==> src/rtl/fb_mem_pkg.sv <==
// Shared definitions for the FB-CPU block-RAM initiator: data width,
// burst-length width and the initiator state encoding.
package fb_mem_pkg;

    localparam int DW    = 10;
    localparam int LEN_W = 2;

    typedef enum logic [1:0] {
        IDLE  = 2'd0,
        WRITE = 2'd1,
        READ  = 2'd2
    } state_t;

endpackage

==> src/rtl/fb_rsp_fifo.sv <==
// Two-entry in-order FIFO holding {last, data} read responses between the
// RAM read port and the back-pressurable response channel.
module fb_rsp_fifo #(
    parameter int W = 11
) (
    input  logic         clk,
    input  logic         rst,
    input  logic         push,
    input  logic [W-1:0] push_data,
    input  logic         pop,
    output logic [W-1:0] pop_data,
    output logic [1:0]   count
);

    logic [W-1:0] entry [2];
    logic         wr_ptr;
    logic         rd_ptr;

    // NOTE: the two entries are reset too, so rsp_data reads 0 straight out of reset.
    always_ff @(posedge clk or negedge rst) begin
        if (!rst) begin
            entry[0] <= '0;
            entry[1] <= '0;
            wr_ptr   <= 1'b0;
            rd_ptr   <= 1'b0;
            count    <= 2'd0;
        end else begin
            if (push) begin
                entry[wr_ptr] <= push_data;
                wr_ptr        <= ~wr_ptr;
            end
            if (pop) begin
                rd_ptr <= ~rd_ptr;
            end
            count <= count + 2'(push) - 2'(pop);
        end
    end

    assign pop_data = entry[rd_ptr];

endmodule

==> src/rtl/blram_initiator.sv <==
// Memory-side initiator for the FB-CPU 64x10 block RAM: single-word writes,
// 1-4 word read bursts, one-cycle RAM latency absorbed by a 2-entry FIFO.
module blram_initiator #(
    parameter int SIZE  = 6,
    parameter int DEPTH = 64,
    parameter int DW    = fb_mem_pkg::DW
) (
    input  logic                         clk,
    input  logic                         rst,
    input  logic                         req_valid,
    output logic                         req_ready,
    input  logic                         req_we,
    input  logic [SIZE-1:0]              req_addr,
    input  logic [fb_mem_pkg::LEN_W-1:0] req_len,
    input  logic [DW-1:0]                req_wdata,
    output logic                         rsp_valid,
    input  logic                         rsp_ready,
    output logic [DW-1:0]                rsp_data,
    output logic                         rsp_last,
    output logic                         mem_we,
    output logic [SIZE-1:0]              mem_addr,
    output logic [DW-1:0]                mem_wdata,
    input  logic [DW-1:0]                mem_rdata,
    output logic                         busy
);

    import fb_mem_pkg::*;

    state_t            state;
    state_t            state_next;
    logic [LEN_W:0]    beats_left;
    logic              inflight;
    logic              inflight_last;
    logic [SIZE-1:0]   addr_q;
    logic [SIZE-1:0]   addr_inc;
    logic [DW-1:0]     wdata_q;
    logic [1:0]        fifo_count;
    logic [DW:0]       fifo_out;
    logic              accept;
    logic              pop;
    logic              issue;
    logic              drained;

    assign req_ready = (state == IDLE);
    assign busy      = (state != IDLE);
    assign accept    = req_valid && req_ready;
    assign rsp_valid = (fifo_count != 2'd0);
    assign pop       = rsp_valid && rsp_ready;

    assign {rsp_last, rsp_data} = fifo_out;

    assign mem_we    = (state == WRITE);
    assign mem_addr  = addr_q;
    assign mem_wdata = wdata_q;

    assign addr_inc = SIZE'((32'(addr_q) + 32'd1) % DEPTH);

    // Issue only if the word it returns is guaranteed a FIFO slot after this cycle's pop.
    assign issue = (state == READ) && (beats_left != '0) &&
                   ((3'(fifo_count) + 3'(inflight)) < (3'd2 + 3'(pop)));

    // Leaving READ one cycle early, as the last word is popped, frees req_ready sooner.
    assign drained = (beats_left == '0) && !inflight &&
                     ((fifo_count - 2'(pop)) == 2'd0);

    always_ff @(posedge clk or negedge rst) begin
        if (!rst) begin
            state <= IDLE;
        end else begin
            state <= state_next;
        end
    end

    // NOTE: state_next gets its default first so no path through the case infers a latch.
    always_comb begin
        state_next = state;
        case (state)
            IDLE:    if (accept) state_next = req_we ? WRITE : READ;
            WRITE:   state_next = IDLE;
            READ:    if (drained) state_next = IDLE;
            default: state_next = IDLE;
        endcase
    end

    // NOTE: all sequential state uses non-blocking assignments so every register samples pre-edge values.
    always_ff @(posedge clk or negedge rst) begin
        if (!rst) begin
            beats_left    <= '0;
            inflight      <= 1'b0;
            inflight_last <= 1'b0;
            addr_q        <= '0;
            wdata_q       <= '0;
        end else begin
            inflight      <= issue;
            inflight_last <= issue && (beats_left == (LEN_W+1)'(1));
            if (accept) begin
                addr_q     <= req_addr;
                beats_left <= req_we ? '0 : ({1'b0, req_len} + (LEN_W+1)'(1));
                if (req_we) begin
                    wdata_q <= req_wdata;
                end
            end else if (issue) begin
                beats_left <= beats_left - (LEN_W+1)'(1);
                // Hold the final burst address so an idle bus shows the last word read.
                if (beats_left != (LEN_W+1)'(1)) begin
                    addr_q <= addr_inc;
                end
            end
        end
    end

    fb_rsp_fifo #(
        .W (DW + 1)
    ) u_rsp_fifo (
        .clk       (clk),
        .rst       (rst),
        .push      (inflight),
        .push_data ({inflight_last, mem_rdata}),
        .pop       (pop),
        .pop_data  (fifo_out),
        .count     (fifo_count)
    );

endmodule
==> config.mk <==
export PLATFORM = sky130hd
export DESIGN_NAME = blram_initiator
export DESIGN_NICKNAME = d
export VERILOG_FILES = /design/src/rtl/fb_mem_pkg.sv /design/src/rtl/fb_rsp_fifo.sv /design/src/rtl/blram_initiator.sv
export SDC_FILE = /design/constraint.sdc
export NUM_CORES = 1
export LEC_CHECK = 0
export CAP_MARGIN = 20
export CORE_MARGIN = 4
export CORE_UTILIZATION = 35
export CTS_BUF_LIST = sky130_fd_sc_hd__clkbuf_4 sky130_fd_sc_hd__clkbuf_8 sky130_fd_sc_hd__clkbuf_16
export DETAILED_ROUTE_END_ITERATION = 7
export DONT_BUFFER_PORTS = 1
export GPL_ROUTABILITY_DRIVEN = 0
export PLACE_DENSITY = 0.46
export SYNTH_ARGS = -nofsm -noshare
export SYNTH_HDL_FRONTEND = slang
export SYNTH_SLANG_ARGS = --single-unit
==> constraint.sdc <==
create_clock -name clk -period 4.25 [get_ports clk]
set_input_delay 0.85 -clock clk [delete_from_list [all_inputs] [get_ports clk]]
set_output_delay 0.85 -clock clk [all_outputs]
set_load 0.01 [all_outputs]
==> results of run 1 <==
sequential cells by signal, summed over array words and instances (netlist names):
register	flops
u_rsp_fifo.entry	22
mem_wdata	10
mem_addr	6
beats_left	3
state	2
u_rsp_fifo.count	2
inflight	1
inflight_last	1
u_rsp_fifo.rd_ptr	1
u_rsp_fifo.wr_ptr	1
worst paths after layout:
check | startpoint | endpoint | cells after the start
setup / recovery | u_rsp_fifo.rd_ptr | rsp_last | 1
hold / removal | rst | inflight | 0
setup reg to reg | inflight | mem_addr[5] | 6
hold reg to reg | u_rsp_fifo.wr_ptr | u_rsp_fifo.wr_ptr | 1
max in group asynchronous | rst | u_rsp_fifo.entry[14] | 0
min in group clk | u_rsp_fifo.wr_ptr | u_rsp_fifo.wr_ptr | 1
routing by layer:
metal	GRT usage, %	wire (microns)
met4	3.654	39
met3	4.793	395
met1	14.66	1962
met5	0	0
met2	20.90	2316
cells in the final DEF (no fill, tap or decap), types with 3 or more instances in the layout:
master,instances
sky130_fd_sc_hd__or4_1,4
sky130_fd_sc_hd__nor3b_1,3
sky130_fd_sc_hd__nand2_1,6
sky130_fd_sc_hd__dfrtp_1,49
sky130_fd_sc_hd__o31ai_1,3
sky130_fd_sc_hd__ha_1,8
sky130_fd_sc_hd__o21ai_0,4
sky130_fd_sc_hd__or3_1,4
sky130_fd_sc_hd__nor2_1,7
sky130_fd_sc_hd__a31oi_1,5
sky130_fd_sc_hd__mux2_2,43
sky130_fd_sc_hd__nand3_1,5
sky130_fd_sc_hd__inv_1,6
sky130_fd_sc_hd__clkbuf_8,6
through the flow:
step	cells	instance area [sq um]	util, %	power, mW
after floorplan	181	2312	-	1.452
after global placement	252	2372	37.15	1.572
after detailed placement	252	2372	37.15	1.612
after CTS	259	2462	38.56	1.905
after global routing	260	2470	38.68	2.023
final	260	2470	38.68	1.873
power by group:
group	internal (mW)	switching [mW]	leakage [nW]	total, mW
Combinational	0.353	0.335	0.415	0.688
Sequential	0.690	0.216	0.588	0.905
Clock	0.136	0.143	0.0477	0.279
cell families after synthesis:
kind of cell,after synthesis
buffers and inverters,12
and+or+nand+nor,44
DFF,49
adders and majority gates,8
xor gates and xnor gates,3
AOI/OAI and AO/OA,22
muxes,43
layout make-up:
type / count / area share [%]
clock buffer: 7 / 3.647
sequential: 49 / 49.65
multi-input combinational: 120 / 41.59
inverter: 6 / 0.9119
timing repair buffer: 1 / 0.3040
tap: 77 / 3.901
==> qor_table.md, run 1 <==
| Group | Result | Reported |
| --- | --- | --- |
| outcome | Run status | finished clean |
| global route | GRT Overall Usage | 12.39% |
| critical path | Critical setup path kind | reg2out |
| critical path | CP Launch Type | flop |
| synthesis | Fraction of the mapped netlist area in compound gates | 6.764% |
| critical path | Delay of the slowest cell on the worst path | 0.70 ns |
| cts | Clock root buffer | sky130_fd_sc_hd__clkbuf_8 |
| synthesis | Cells taking the most area after synthesis | sky130_fd_sc_hd__dfrtp_1 (53%), sky130_fd_sc_hd__mux2_2 (21%), sky130_fd_sc_hd__ha_1 (4.3%) |
| critical path | Setup crit end kind | primary output |
| place | Post-Place Worst Slack | 2.203 ns |
| cts | Hold buffer count at cts | 0 |
| route | Per-cell routed wire length | 18.13 microns |
| synthesis | Area share of and/or/nand/nor cells after synthesis | 11.26% |
| synthesis | Number of flops mapped to enable cells by yosys | 0 |
| sta | Actual transition at the worst max-transition pin | 0.5702 ns |
| finish | Filler Cell Count | 612 |
| finish | Storage element area | 1226 sq um |
| critical path | Critical path arrival | 1.44 ns |
| cts | Total of cells resized after clock tree synthesis | 0 |
| synthesis | Share of the synthesized area in the top cell type | 53.03% |
| synthesis | Fraction of the yosys area taken by sequential cells | 53.03% |
| global route | Maximum number of pins on one net before global-route repair | 50 |
| synthesis | Number of warnings reported in the yosys synthesis log | 0 |
| die | Initial standard-cell utilization of the core | 36.21% |
| cts | TritonCTS clock tree | done |
| synthesis | Adder-Cell Fraction of Synth Area | 4.329% |
| sta | Normalized max-slew margin | 61.90% |
| sta | Unrepaired setup endpoints after global routing | false |
| critical path | Setup slack of the worst register-to-register path | 2.18 ns |
| power | Pleak | 1.050 nW |
| route | Number of DRC violations after detailed routing | 0 |
| cts | Clock slew at reported path FFs | 0.09 ns |
| power | Maximum VDD drop | 0.2952 mV |
| place | DP Wirelength | 3.443 mm |
| global route | Vias in the first global route | 1,523 |
| route | Vias after detailed routing | 1,418 |
| place | Count of port buffers added during placement | 0 |
| sta | Worst hold slack | 0.2384 ns |
| sta | Fmax achieved | 0.4365 GHz |
| die | Horizontal extent of the die | 89.28 microns |
| run | Max-cap violations | 0 |
| synthesis | Synth Net Count | 222 |
| synthesis | XOR/XNOR share of the synthesized area | 1.136% |
| route | Number of DRC violations after detailed-routing iteration 0 | 34 |
| cts | Sink count of the clock tree | 49 |
| finish | Number of nets at the end of the flow | 224 |
| power | PD cells | 758.3 nW/um^2 |
| global route | Initial antenna violation count | 0 |
| synthesis | Post-synthesis register bit count | 49 |
| synthesis | Cell type contributing the most total cell area after synthesis | sky130_fd_sc_hd__dfrtp_1 |
| die | Core region area | 6386 sq um |
| finish | Total area of multi-input combinational cells | 1027 sq um |
| critical path | Required time of the critical path | 3.40 ns |
| hold path | Min-Delay Path Class | in2async |
| route | Routed vias/inst | 5.454 |
| global route | Global route overflow | 0 |
| sta | Final slew viol count | 0 |
| synthesis | Primary FF master, synth | sky130_fd_sc_hd__dfrtp_1 |
| finish | Area Growth Syn to Fin | 6.818% |
| finish | Share of layout cells above drive strength 1 | 31.69% |
| synthesis | Combinational family with the most area after synthesis | multiplexers |
| sta | Clock Skews | 0.008708 ns |
| sta | Period utilisation layout | 53.91% |
| cts | Post-CTS repair timing setup buffer count | 0 |
| sta | Total negative slack | 0 ns |
| cts | Number of buffers on the longest clock path | 2 |
| critical path | Maximum fanout along the worst path | 12 |
| die | Number of placed I/O pins | 64 |
| synthesis | Mapped Area | 2312 sq um |
| sta | Number of setup violations in the final report | 0 |
| sta | Final critical-path setup slack | 1.959 ns |
| sta | Post-route minimum period | 2.291 ns |
| synthesis | Number of instances in the synthesized netlist | 181 |
| global route | Wire length of the first global-routing pass | 7.500 mm |
| synthesis | Most frequent cell after synthesis | sky130_fd_sc_hd__dfrtp_1 |
| synthesis | Async SR Flop Fraction | 100.0% |
| critical path | Cell Chain, Critical Path | mux2_2 |
| finish | Ant diodes | 0 |
| synthesis | Fraction of synthesized area in multiplexers | 20.94% |
| die | Die Y | 89.28 microns |
| cts | Insertion delay of the later-clocked pin in the worst-skew pair | 0.29 ns |
| cts | Clock buffer count from CTS | 5 |
| route | Final ANT Viol Nets | 0 |
| critical path | CP max-delay cell | sky130_fd_sc_hd__dfrtp_1 |
| critical path | Gate family responsible for the most delay along the worst path | flip-flops |
| route | Final WL | 4.713 mm |
| route | Number of detailed-route iterations in the first pass | 4 |
| cts | Maximum level of the CTS H-tree | 2 |
| synthesis | Count of cell types in the netlist | 40 |
| die | Die outline area | 7971 sq um |
| sta | Endpoints failing hold | 0 |
| synthesis | Avg Synthesized Cell Area | 12.77 sq um |
| critical path | Buffers & Inverters on Critical Path | 0 |
| synthesis | Cell types with the highest counts after synthesis | sky130_fd_sc_hd__dfrtp_1 (49), sky130_fd_sc_hd__mux2_2 (43), sky130_fd_sc_hd__ha_1 (8) |
| die | Site Rows | 29 |
No activity file was read; power rests on OpenSTA's default activity.
==> inputs of run 2 (changes only) <==
==> constraint.sdc (replaced) <==
create_clock -name clk -period 2.2 [get_ports clk]
set_input_delay 0.44 -clock clk [delete_from_list [all_inputs] [get_ports clk]]
set_output_delay 0.44 -clock clk [all_outputs]
set_load 0.01 [all_outputs]
==> qor_table.md, run 2 (same netlist as run 1, synthesis figures left out) <==
| Group | Result | Reported |
| --- | --- | --- |
| outcome | Run status | finished clean |
| sta | Endpoints failing hold | 0 |
| run | Max-cap violations | 0 |
| finish | Ant diodes | 0 |
| critical path | Reg2reg path depth | 6 |
| cts | Clock buffer count from CTS | 5 |
| sta | Total negative slack | 0 ns |
| finish | Number of nets at the end of the flow | 227 |
| critical path | CP Launch Type | flop |
| sta | Fmax achieved | 0.4955 GHz |
| power | Pleak | 1.070 nW |
| cts | Maximum level of the CTS H-tree | 2 |
| power | Maximum VDD drop | 0.4959 mV |
| finish | Filler Cell Count | 608 |
| die | Die outline area | 7971 sq um |
| finish | Area Growth Syn to Fin | 8.820% |
| route | Vias after detailed routing | 1,455 |
| route | Routed met1 length | 1.841 mm |
| sta | Actual transition at the worst max-transition pin | 0.5534 ns |
| route | Total met2 wirelength after detailed routing | 2.362 mm |
| sta | Clock Skews | 0.006947 ns |
| finish | Leading cell types in the layout, fill and taps excluded | sky130_fd_sc_hd__dfrtp_1 (49), sky130_fd_sc_hd__mux2_2 (43), sky130_fd_sc_hd__ha_1 (8) |
| global route | Wire length of the first global-routing pass | 7.617 mm |
| power | PD cells | 1446 nW/um^2 |
| place | DP Wirelength | 3.355 mm |
| global route | Vias in the first global route | 1,583 |
| power | Combinational share of power | 37.2% |
| cts | Sink count of the clock tree | 49 |
| power | Fraction of power consumed by sequential logic | 47.9% |
| route | Number of detailed-route iterations in the first pass | 4 |
| cts | Insertion delay of the later-clocked pin in the worst-skew pair | 0.30 ns |
| finish | Layout Utilization | 39.40% |
| die | Die Y | 89.28 microns |
| cts | Total of cells resized after clock tree synthesis | 0 |
| global route | GRT Overall Usage | 12.45% |
| hold path | Hold Path Sink | state[1] |
| cts | Number of buffers on the longest clock path | 2 |
| sta | Normalized max-slew margin | 63.02% |
| finish | Commonest non-fill, non-tap cell in the layout | sky130_fd_sc_hd__dfrtp_1 |
| route | Final WL | 4.686 mm |
| sta | Number of setup violations in the final report | 0 |
| die | Initial standard-cell utilization of the core | 36.21% |
| die | Horizontal extent of the die | 89.28 microns |
| die | Core region area | 6386 sq um |
| sta | Worst hold slack | 0.2546 ns |
| die | Site Rows | 29 |
| route | Detail Route met3 WL | 424 microns |
| finish | Reg with most FFs | u_rsp_fifo.entry |
| die | Number of placed I/O pins | 64 |
| hold path | Min-Delay Path Class | in2reg |
| global route | Global route overflow | 0 |
| critical path | Setup slack of the worst register-to-register path | 0.18 ns |
| place | DP Area | 2387 sq um |
| critical path | Critical setup path kind | reg2reg |
| critical path | Setup crit end kind | flop |
| finish | Final design instance area without fill | 2516 sq um |
| route | Final ANT Viol Nets | 0 |
| sta | Unrepaired setup endpoints after global routing | false |
| power | Clock share of power | 14.9% |
| critical path | Required time of the critical path | 2.42 ns |
| sta | Post-route minimum period | 2.018 ns |
| place | Post-Place Worst Slack | 0.2017 ns |
| route | Highest metal layer used by the detailed router | met4 |
| sta | Period utilisation layout | 91.73% |
| place | Number of placed instances with taps included | 254 |
| finish | Storage element area | 1226 sq um |
| finish | Total area of multi-input combinational cells | 1027 sq um |
| power | Sw Pwr | 1.361 mW |
| critical path | Capture point of the worst reg-to-reg path | mem_addr[5] |
| route | Number of DRC violations after detailed-routing iteration 0 | 36 |
| sta | Final critical-path setup slack | 0.1819 ns |
| power | Internal power consumption | 2.277 mW |
| global route | Initial antenna violation count | 0 |
| critical path | Critical path arrival | 2.24 ns |
| critical path | Maximum fanout along the worst path | 7 |
| cts | TritonCTS clock tree | done |
| place | Count of port buffers added during placement | 0 |
| power | Switching part of the total power | 37.41% |
| hold path | Hold path startpoint | req_we |
| critical path | Start of the worst register-to-register path | u_rsp_fifo.count[0] |
| finish | Non-filler cells, final | 264 |
| sta | Final slew viol count | 0 |
| route | Per-cell routed wire length | 17.75 microns |
| finish | Number of flip-flops under the largest register name | 22 |
| finish | Share of layout cells above drive strength 1 | 32.62% |
| cts | Clock root buffer | sky130_fd_sc_hd__clkbuf_8 |
| power | Final Power | 3.637 mW |
| route | Routed vias/inst | 5.511 |
| hold path | Number of stages on the worst hold path | 1 |
| global route | Maximum number of pins on one net before global-route repair | 50 |
| cts | Clock slew at reported path FFs | 0.09 ns |
| route | Number of DRC violations after detailed routing | 0 |
run 2: how the worst max path moves through the flow:
| stage | endpoint | slack, ns | startpoint | cells past startpoint |
|---|---|---|---|---|
| finish | mem_addr[5] | 0.18 | u_rsp_fifo.count[0] | 6 |
| detailed placement | mem_addr[5] | 0.20 | u_rsp_fifo.count[0] | 6 |
| global placement | mem_addr[5] | 0.27 | u_rsp_fifo.count[0] | 6 |
| floorplan | mem_addr[5] | 0.33 | inflight | 6 |
| global route | mem_addr[5] | 0.08 | u_rsp_fifo.count[0] | 6 |
| CTS | mem_addr[5] | 0.18 | u_rsp_fifo.count[0] | 6 |
run 2: cell type report:
cell class | instances | share of cell area, %
Inverter | 6 | 0.8951
Timing Repair Buffer | 4 | 2.089
Multi-Input combinational cell | 120 | 40.83
Clock inverter | 1 | 0.2984
Tap cell | 77 | 3.829
Clock buffer | 7 | 3.332
Sequential cell | 49 | 48.73
run 2: power groups by stage:
stage	clock network (mW)	registers [mW]	logic, mW
after floorplan	0	1.63	1.17
after global placement	0	1.74	1.30
after detailed placement	0	1.77	1.35
after CTS	0.577	1.75	1.38
after global routing	0.623	1.81	1.52
final	0.542	1.74	1.35
run 2: timing repair:
| item | 4_1_cts | 5_1_grt |
|---|---|---|
| hold buffers | 2 | 0 |
| endpoints found under the hold margin | 49 | 0 |
| buffers inserted | 0 | 0 |
run 2: worst max-delay path, stage by stage (launching register included):
cell,delay (ns)
sky130_fd_sc_hd__dfrtp_1,0.42
sky130_fd_sc_hd__ha_1,0.20
sky130_fd_sc_hd__ha_1,0.22
sky130_fd_sc_hd__nor3b_2,0.25
sky130_fd_sc_hd__nand2_1,0.19
sky130_fd_sc_hd__or4_1,0.50
sky130_fd_sc_hd__a31oi_1,0.17
run 2: routing by layer:
layer	GRT usage [%]	vias to the layer above
li1	-	666
met3	4.240	7
met2	21.63	62
met5	0	-
met1	14.35	720
met4	4.060	0
